<file path="src/rtl/vram_write_arbiter_pkg.sv">
// Shared definitions for the video RAM write arbiter: default widths and the
// rectangle-fill engine state encoding.
package vram_write_arbiter_pkg;

    localparam int X_W_DEF     = 8;
    localparam int Y_W_DEF     = 8;
    localparam int COLOR_W_DEF = 3;

    typedef enum logic [1:0] {
        ST_IDLE = 2'd0,
        ST_FILL = 2'd1,
        ST_DONE = 2'd2
    } fill_state_e;

endpackage

</file>
<file path="src/rtl/vram_write_arbiter_fill_scan_counter.sv">
// Row-major 2-D scan counter for the fill engine: cx walks 0..W-1, then wraps
// and bumps cy; last_o flags the final pixel of the rectangle.
module fill_scan_counter
    import vram_write_arbiter_pkg::*;
#(
    parameter int X_W = X_W_DEF,
    parameter int Y_W = Y_W_DEF
) (
    input  logic           Clock,
    input  logic           Reset,
    input  logic           clear_i,
    input  logic           enable_i,
    input  logic [X_W-1:0] width_i,
    input  logic [Y_W-1:0] height_i,
    output logic [X_W-1:0] cx_o,
    output logic [Y_W-1:0] cy_o,
    output logic           last_o
);

    localparam logic [X_W-1:0] X_ONE = X_W'(1);
    localparam logic [Y_W-1:0] Y_ONE = Y_W'(1);

    logic [X_W-1:0] cx_q, cx_d;
    logic [Y_W-1:0] cy_q, cy_d;
    logic           rowEnd;

    assign rowEnd = (cx_q == (width_i - X_ONE));
    assign last_o = rowEnd && (cy_q == (height_i - Y_ONE));
    assign cx_o   = cx_q;
    assign cy_o   = cy_q;

    always_comb begin
        cx_d = cx_q;
        cy_d = cy_q;
        if (clear_i) begin
            cx_d = '0;
            cy_d = '0;
        end else if (enable_i) begin
            if (rowEnd) begin
                cx_d = '0;
                cy_d = cy_q + Y_ONE;
            end else begin
                cx_d = cx_q + X_ONE;
            end
        end
    end

    always_ff @(posedge Clock) begin
        if (Reset) begin
            cx_q <= '0;
            cy_q <= '0;
        end else begin
            cx_q <= cx_d;
            cy_q <= cy_d;
        end
    end

endmodule

</file>
<file path="src/rtl/vram_write_arbiter.sv">
// Owns the single video RAM write port: the CPU pixel path always wins, and the
// rectangle-fill engine uses every cycle the CPU leaves free.
module vram_write_arbiter
    import vram_write_arbiter_pkg::*;
#(
    parameter int X_W     = X_W_DEF,
    parameter int Y_W     = Y_W_DEF,
    parameter int COLOR_W = COLOR_W_DEF
) (
    input  logic               Clock,
    input  logic               Reset,
    input  logic               iCpuWrReq,
    input  logic [X_W-1:0]     iCpuX,
    input  logic [Y_W-1:0]     iCpuY,
    input  logic [COLOR_W-1:0] iCpuColor,
    input  logic               iFillStart,
    input  logic               iFillAbort,
    input  logic [X_W-1:0]     iFillX0,
    input  logic [Y_W-1:0]     iFillY0,
    input  logic [X_W-1:0]     iFillW,
    input  logic [Y_W-1:0]     iFillH,
    input  logic [COLOR_W-1:0] iFillColor,
    output logic               oFillBusy,
    output logic               oFillDone,
    output logic               oWrEn,
    output logic [X_W+Y_W-1:0] oWrAddr,
    output logic [COLOR_W-1:0] oWrData
);

    fill_state_e state_q, state_d;

    logic [X_W-1:0]     x0_q, x0_d, w_q, w_d;
    logic [Y_W-1:0]     y0_q, y0_d, h_q, h_d;
    logic [COLOR_W-1:0] color_q, color_d;

    logic               wrEn_q, wrEn_d;
    logic [X_W+Y_W-1:0] wrAddr_q, wrAddr_d;
    logic [COLOR_W-1:0] wrData_q, wrData_d;
    logic               done_q, done_d;

    logic               startAccept;
    logic               fillGrant;
    logic [X_W-1:0]     cx, fillX;
    logic [Y_W-1:0]     cy, fillY;
    logic               scanLast;

    assign startAccept = (state_q == ST_IDLE) && iFillStart && !iFillAbort;
    assign fillGrant   = (state_q == ST_FILL) && !iCpuWrReq && !iFillAbort;
    assign fillX       = x0_q + cx;
    assign fillY       = y0_q + cy;

    fill_scan_counter #(
        .X_W (X_W),
        .Y_W (Y_W)
    ) u_scan (
        .Clock    (Clock),
        .Reset    (Reset),
        .clear_i  (startAccept),
        .enable_i (fillGrant),
        .width_i  (w_q),
        .height_i (h_q),
        .cx_o     (cx),
        .cy_o     (cy),
        .last_o   (scanLast)
    );

    // Fill FSM plus rectangle latching; an abort always wins over a start
    always_comb begin
        state_d = state_q;
        x0_d    = x0_q;
        y0_d    = y0_q;
        w_d     = w_q;
        h_d     = h_q;
        color_d = color_q;
        unique case (state_q)
            ST_IDLE: begin
                if (startAccept) begin
                    x0_d    = iFillX0;
                    y0_d    = iFillY0;
                    w_d     = iFillW;
                    h_d     = iFillH;
                    color_d = iFillColor;
                    state_d = ((iFillW == '0) || (iFillH == '0)) ? ST_DONE : ST_FILL;
                end
            end
            ST_FILL: begin
                if (iFillAbort) begin
                    state_d = ST_IDLE;
                end else if (fillGrant && scanLast) begin
                    state_d = ST_DONE;
                end
            end
            ST_DONE: state_d = ST_IDLE;
            default: state_d = ST_IDLE;
        endcase
    end

    always_comb begin
        wrEn_d   = 1'b0;
        wrAddr_d = wrAddr_q;
        wrData_d = wrData_q;
        if (iCpuWrReq) begin
            wrEn_d   = 1'b1;
            wrAddr_d = {iCpuX, iCpuY};
            wrData_d = iCpuColor;
        end else if (fillGrant) begin
            wrEn_d   = 1'b1;
            wrAddr_d = {fillX, fillY};
            wrData_d = color_q;
        end
        done_d = (state_q == ST_DONE) && !iFillAbort;
    end

    always_ff @(posedge Clock) begin
        if (Reset) begin
            state_q  <= ST_IDLE;
            x0_q     <= '0;
            y0_q     <= '0;
            w_q      <= '0;
            h_q      <= '0;
            color_q  <= '0;
            wrEn_q   <= 1'b0;
            wrAddr_q <= '0;
            wrData_q <= '0;
            done_q   <= 1'b0;
        end else begin
            state_q  <= state_d;
            x0_q     <= x0_d;
            y0_q     <= y0_d;
            w_q      <= w_d;
            h_q      <= h_d;
            color_q  <= color_d;
            wrEn_q   <= wrEn_d;
            wrAddr_q <= wrAddr_d;
            wrData_q <= wrData_d;
            done_q   <= done_d;
        end
    end

    assign oFillBusy = (state_q == ST_FILL) || (state_q == ST_DONE);
    assign oFillDone = done_q;
    assign oWrEn     = wrEn_q;
    assign oWrAddr   = wrAddr_q;
    assign oWrData   = wrData_q;

endmodule
</file>
<file path="config.mk">
export PLATFORM = sky130hd
export DESIGN_NAME = vram_write_arbiter
export DESIGN_NICKNAME = d
export VERILOG_FILES = /design/src/rtl/vram_write_arbiter_pkg.sv /design/src/rtl/vram_write_arbiter_fill_scan_counter.sv /design/src/rtl/vram_write_arbiter.sv
export SDC_FILE = /design/constraint.sdc
export NUM_CORES = 1
export LEC_CHECK = 0
export CAP_MARGIN = 20
export CORE_ASPECT_RATIO = 1.1
export CORE_UTILIZATION = 50
export DETAILED_ROUTE_END_ITERATION = 10
export MAX_ROUTING_LAYER = met4
export PLACE_DENSITY = 0.87
export SETUP_SLACK_MARGIN = 0.02
export SYNTH_ARGS = -nofsm -noshare
export SYNTH_HDL_FRONTEND = slang
export SYNTH_SLANG_ARGS = --single-unit
</file>
<file path="constraint.sdc">
create_clock -name Clock -period 3.1 [get_ports Clock]
set_input_delay 0.62 -clock Clock [delete_from_list [all_inputs] [get_ports Clock]]
set_output_delay 0.62 -clock Clock [all_outputs]
set_load 0.01 [all_outputs]
</file>
==> flow_summary.json <==
{
  "synth_seq_cells": 74,
  "ys_types": 55,
  "synth-xor-area-share": 0.0742,
  "cp_num_buf_inv": 1,
  "dieArea_um2": 8630,
  "clk_pin_slew_worst_paths_ns": 0.07,
  "drc": 0,
  "ir_drop_uv": 510,
  "ctsHoldBuffers": 0,
  "grt.total_usage": 0.259,
  "first_iter_violations": 265,
  "vias_per_cell": 5.53,
  "fin_tns_setup_ns": 0,
  "worstPathArrival_ns": 2.84,
  "fp-row-count": 34,
  "run_status": "completed",
  "yosysWarnings": 0,
  "min_period_over_period": 0.841,
  "postSynthCellCount": 518,
  "muxShareOfSynthArea": 0.0121,
  "start_util": 0.519,
  "slowest_delay_ns": 0.45,
  "synth-edff-count": 0,
  "place_hpwl_mm": 7.67,
  "finalSetupViolations": 0,
  "antenna_found_initial": 0,
  "syn_nets": 600,
  "cts_tree": "done",
  "clkSinkCount": 74,
  "die_w_um": 88.7,
  "tightest_slew_ns": 0.688,
  "crit_fanout": 5,
  "layout.nets": 676,
  "skew_ns": 0.00694,
  "antennaDiodeCount": 0,
  "drive_gt1_frac": 0.0720,
  "synth-simple-area-share": 0.263,
  "grt_pass1_wl_mm": 17.1,
  "worstSkewPairLatency_ns": 0.35,
  "critPathTopFamily": "simple AND/OR/NAND/NOR gates",
  "p_per_area_nw_per_um2": 525,
  "min_period_ns": 2.61,
  "report.final.slew_viol_count": 0,
  "cts_setup_buffers": 0,
  "routedWlPerCell_um": 14.3,
  "synthArstFlopShare": 0,
  "path_class": "flop to flop",
  "clock.fmax_mhz": 384,
  "hold_path_class": "flop to flop",
  "fillerInstances": 653,
  "avgSynthCellArea_um2": 7.98,
  "gp_congestion": 0.862,
  "required_ns": 3.33,
  "syn_area_um2": 4130,
  "hold_viol": 0,
  "ctsRootBufferMaster": "clkbuf_8",
  "rsz0062_at_grt": "false",
  "synth_compound_area_frac": 0.172,
  "finalWirelength_mm": 10.1,
  "cts_max_level": 3,
  "synth_top_family_by_area": "simple AND/OR/NAND/NOR gates",
  "core_um2": 7960,
  "maxCapViolCount": 0,
  "cts_buffers": 9,
  "grt_pass1_vias": 3848,
  "path_cells": "inv_1 -> ha_1 -> nor2b_1 -> or3_2 -> a31o_2 -> or4_4 -> nor4_4 -> o21ai_0 -> nor3b_2",
  "drtPass1Iterations": 7,
  "grt_max_degree": 40,
  "synth_fa_ha_area_frac": 0.0733,
  "io_buffers": 80,
  "start_kind": "flop",
  "ant_nets": 0,
  "crit_path_end_kind": "flop",
  "synth-main-ff-cell": "dfxtp_1",
  "num_io_pins": 81,
  "synth_seq_area_share": 0.359,
  "route.vias.total": 3899,
  "cp_slowest_cell": "or3_2",
  "final_util": 0.657,
  "cts_buffer_depth": 2,
  "max-slew-margin-rel": 0.541,
  "grt_remaining_overflow": 0,
  "syn_to_final_growth_pct": 26.4,
  "ctsResizeCount": 0,
  "power_leakage_nw": 1.98,
  "die_y_um": 97.3
}
==> final cells by class <==
class,instances,area (um^2),area share
clock buffers,12,165,0.0316
repair buffers,87,848,0.162
flip-flops and latches,74,1480,0.284
clock inverters,2,60.1,0.0115
inverters,20,75.1,0.0144
well taps,108,135,0.0259
multi-input cells,402,2460,0.471
==> worst reg2reg max path, delay by kind of cell, from the launching register on <==
kind | cells | cell delay [ns]
AO/OA/AOI/OAI | 2 | 0.36
adder cells (fa/ha/maj) | 1 | 0.24
buffers and inverters | 1 | 0.07
flip-flops | 1 | 0.40
AND/OR/NAND/NOR | 5 | 1.40
==> kinds of logic (layout without fill, tap and decap cells) <==
| logic type | after synthesis | after routing |
|---|---|---|
| AOI/OAI and AO/OA | 119 | 119 |
| xor gates and xnor gates | 35 | 35 |
| adders and majority gates | 23 | 23 |
| muxes | 5 | 5 |
| buffers and inverters | 42 | 121 |
| and+or+nand+nor | 220 | 220 |
| DFF | 74 | 74 |
==> cell usage in the layout, fill, tap and decap left out, types with 5 or more instances in the layout <==
| cell type | n |
|---|---|
| a211oi_1 | 6 |
| a21o_1 | 5 |
| a21oi_1 | 71 |
| buf_4 | 7 |
| clkbuf_8 | 12 |
| clkdlybuf4s50_1 | 79 |
| dfxtp_1 | 74 |
| ha_1 | 21 |
| inv_1 | 20 |
| mux2i_1 | 5 |
| nand2_1 | 109 |
| nand2b_1 | 7 |
| nand4_1 | 8 |
| nor2_1 | 41 |
| nor2b_1 | 8 |
| nor3_1 | 5 |
| o21ai_0 | 14 |
| o31ai_1 | 5 |
| xnor2_1 | 23 |
| xor2_1 | 12 |
==> per-stage QoR <==
stage               total power [mW]  std cells  instance area [um^2]  hold WS (ns)  worst slack [ns]
floorplan                       1.62        518                  4130         0.437             0.708
global placement                1.85        691                  5000         0.448             0.387
detailed placement              1.89        691                  5000         0.450             0.268
CTS                             2.75        705                  5220         0.461             0.487
global route                    2.89        705                  5220         0.476             0.356
finish                          2.74        705                  5220         0.459             0.494
==> synth_stat cells (3+ instances only) <==
master	instances	share of area
a211oi_1	6	0.011
a21o_1	5	0.0091
a21oi_1	71	0.086
a31o_2	3	0.0064
and3_1	3	0.0045
clkbuf_1	17	0.015
clkbuf_8	3	0.010
dfxtp_1	74	0.36
ha_1	21	0.064
inv_1	20	0.018
mux2i_1	5	0.012
nand2_1	109	0.099
nand2b_1	7	0.011
nand4_1	8	0.012
nor2_1	41	0.037
nor2b_1	8	0.012
nor3_1	5	0.0061
nor4_1	4	0.0061
o211ai_1	4	0.0073
o21ai_0	14	0.017
o31ai_1	5	0.0091
or3_1	4	0.0061
or4_1	3	0.0055
xnor2_1	23	0.049
xor2_1	12	0.025
==> report_power, final <==
| part | switching (mW) | total, mW | internal [mW] |
|---|---|---|---|
| combinational | 0.405 | 0.764 | 0.360 |
| sequential | 0.0747 | 1.11 | 1.04 |
| clock | 0.352 | 0.862 | 0.511 |
| total | 0.831 | 2.74 | 1.91 |
==> worst paths after layout <==
check                               start                       to  slack [ns]  depth (start not counted)
setup reg to reg      h_q[0]$_SDFFE_PP0P_  state_q[1]$_SDFFE_PP0P_        0.49                          9
hold reg to reg   color_q[0]$_SDFFE_PP0P_  color_q[0]$_SDFFE_PP0P_        0.46                          2
hold / removal    color_q[0]$_SDFFE_PP0P_  color_q[0]$_SDFFE_PP0P_        0.46                          2
setup / recovery      h_q[0]$_SDFFE_PP0P_  state_q[1]$_SDFFE_PP0P_        0.49                          9
==> state kept, by name, indices dropped and copies added (netlist names) <==
signal       count
u_scan.cx_o      8
w_q              8
oWrData          3
oWrAddr         16
color_q          3
x0_q             8
state_q          2
u_scan.cy_o      8
oFillDone        1
y0_q             8
h_q              8
oWrEn            1
==> layer usage <==
layer  up-vias  GRT usage  wire length, um
met5         -          -                0
met4         0      0.115              197
met3        20     0.0323              565
met2       124      0.421             4990
met1      1824      0.318             4360
li1       1931          -                -
(Power assumes the default switching activity.)
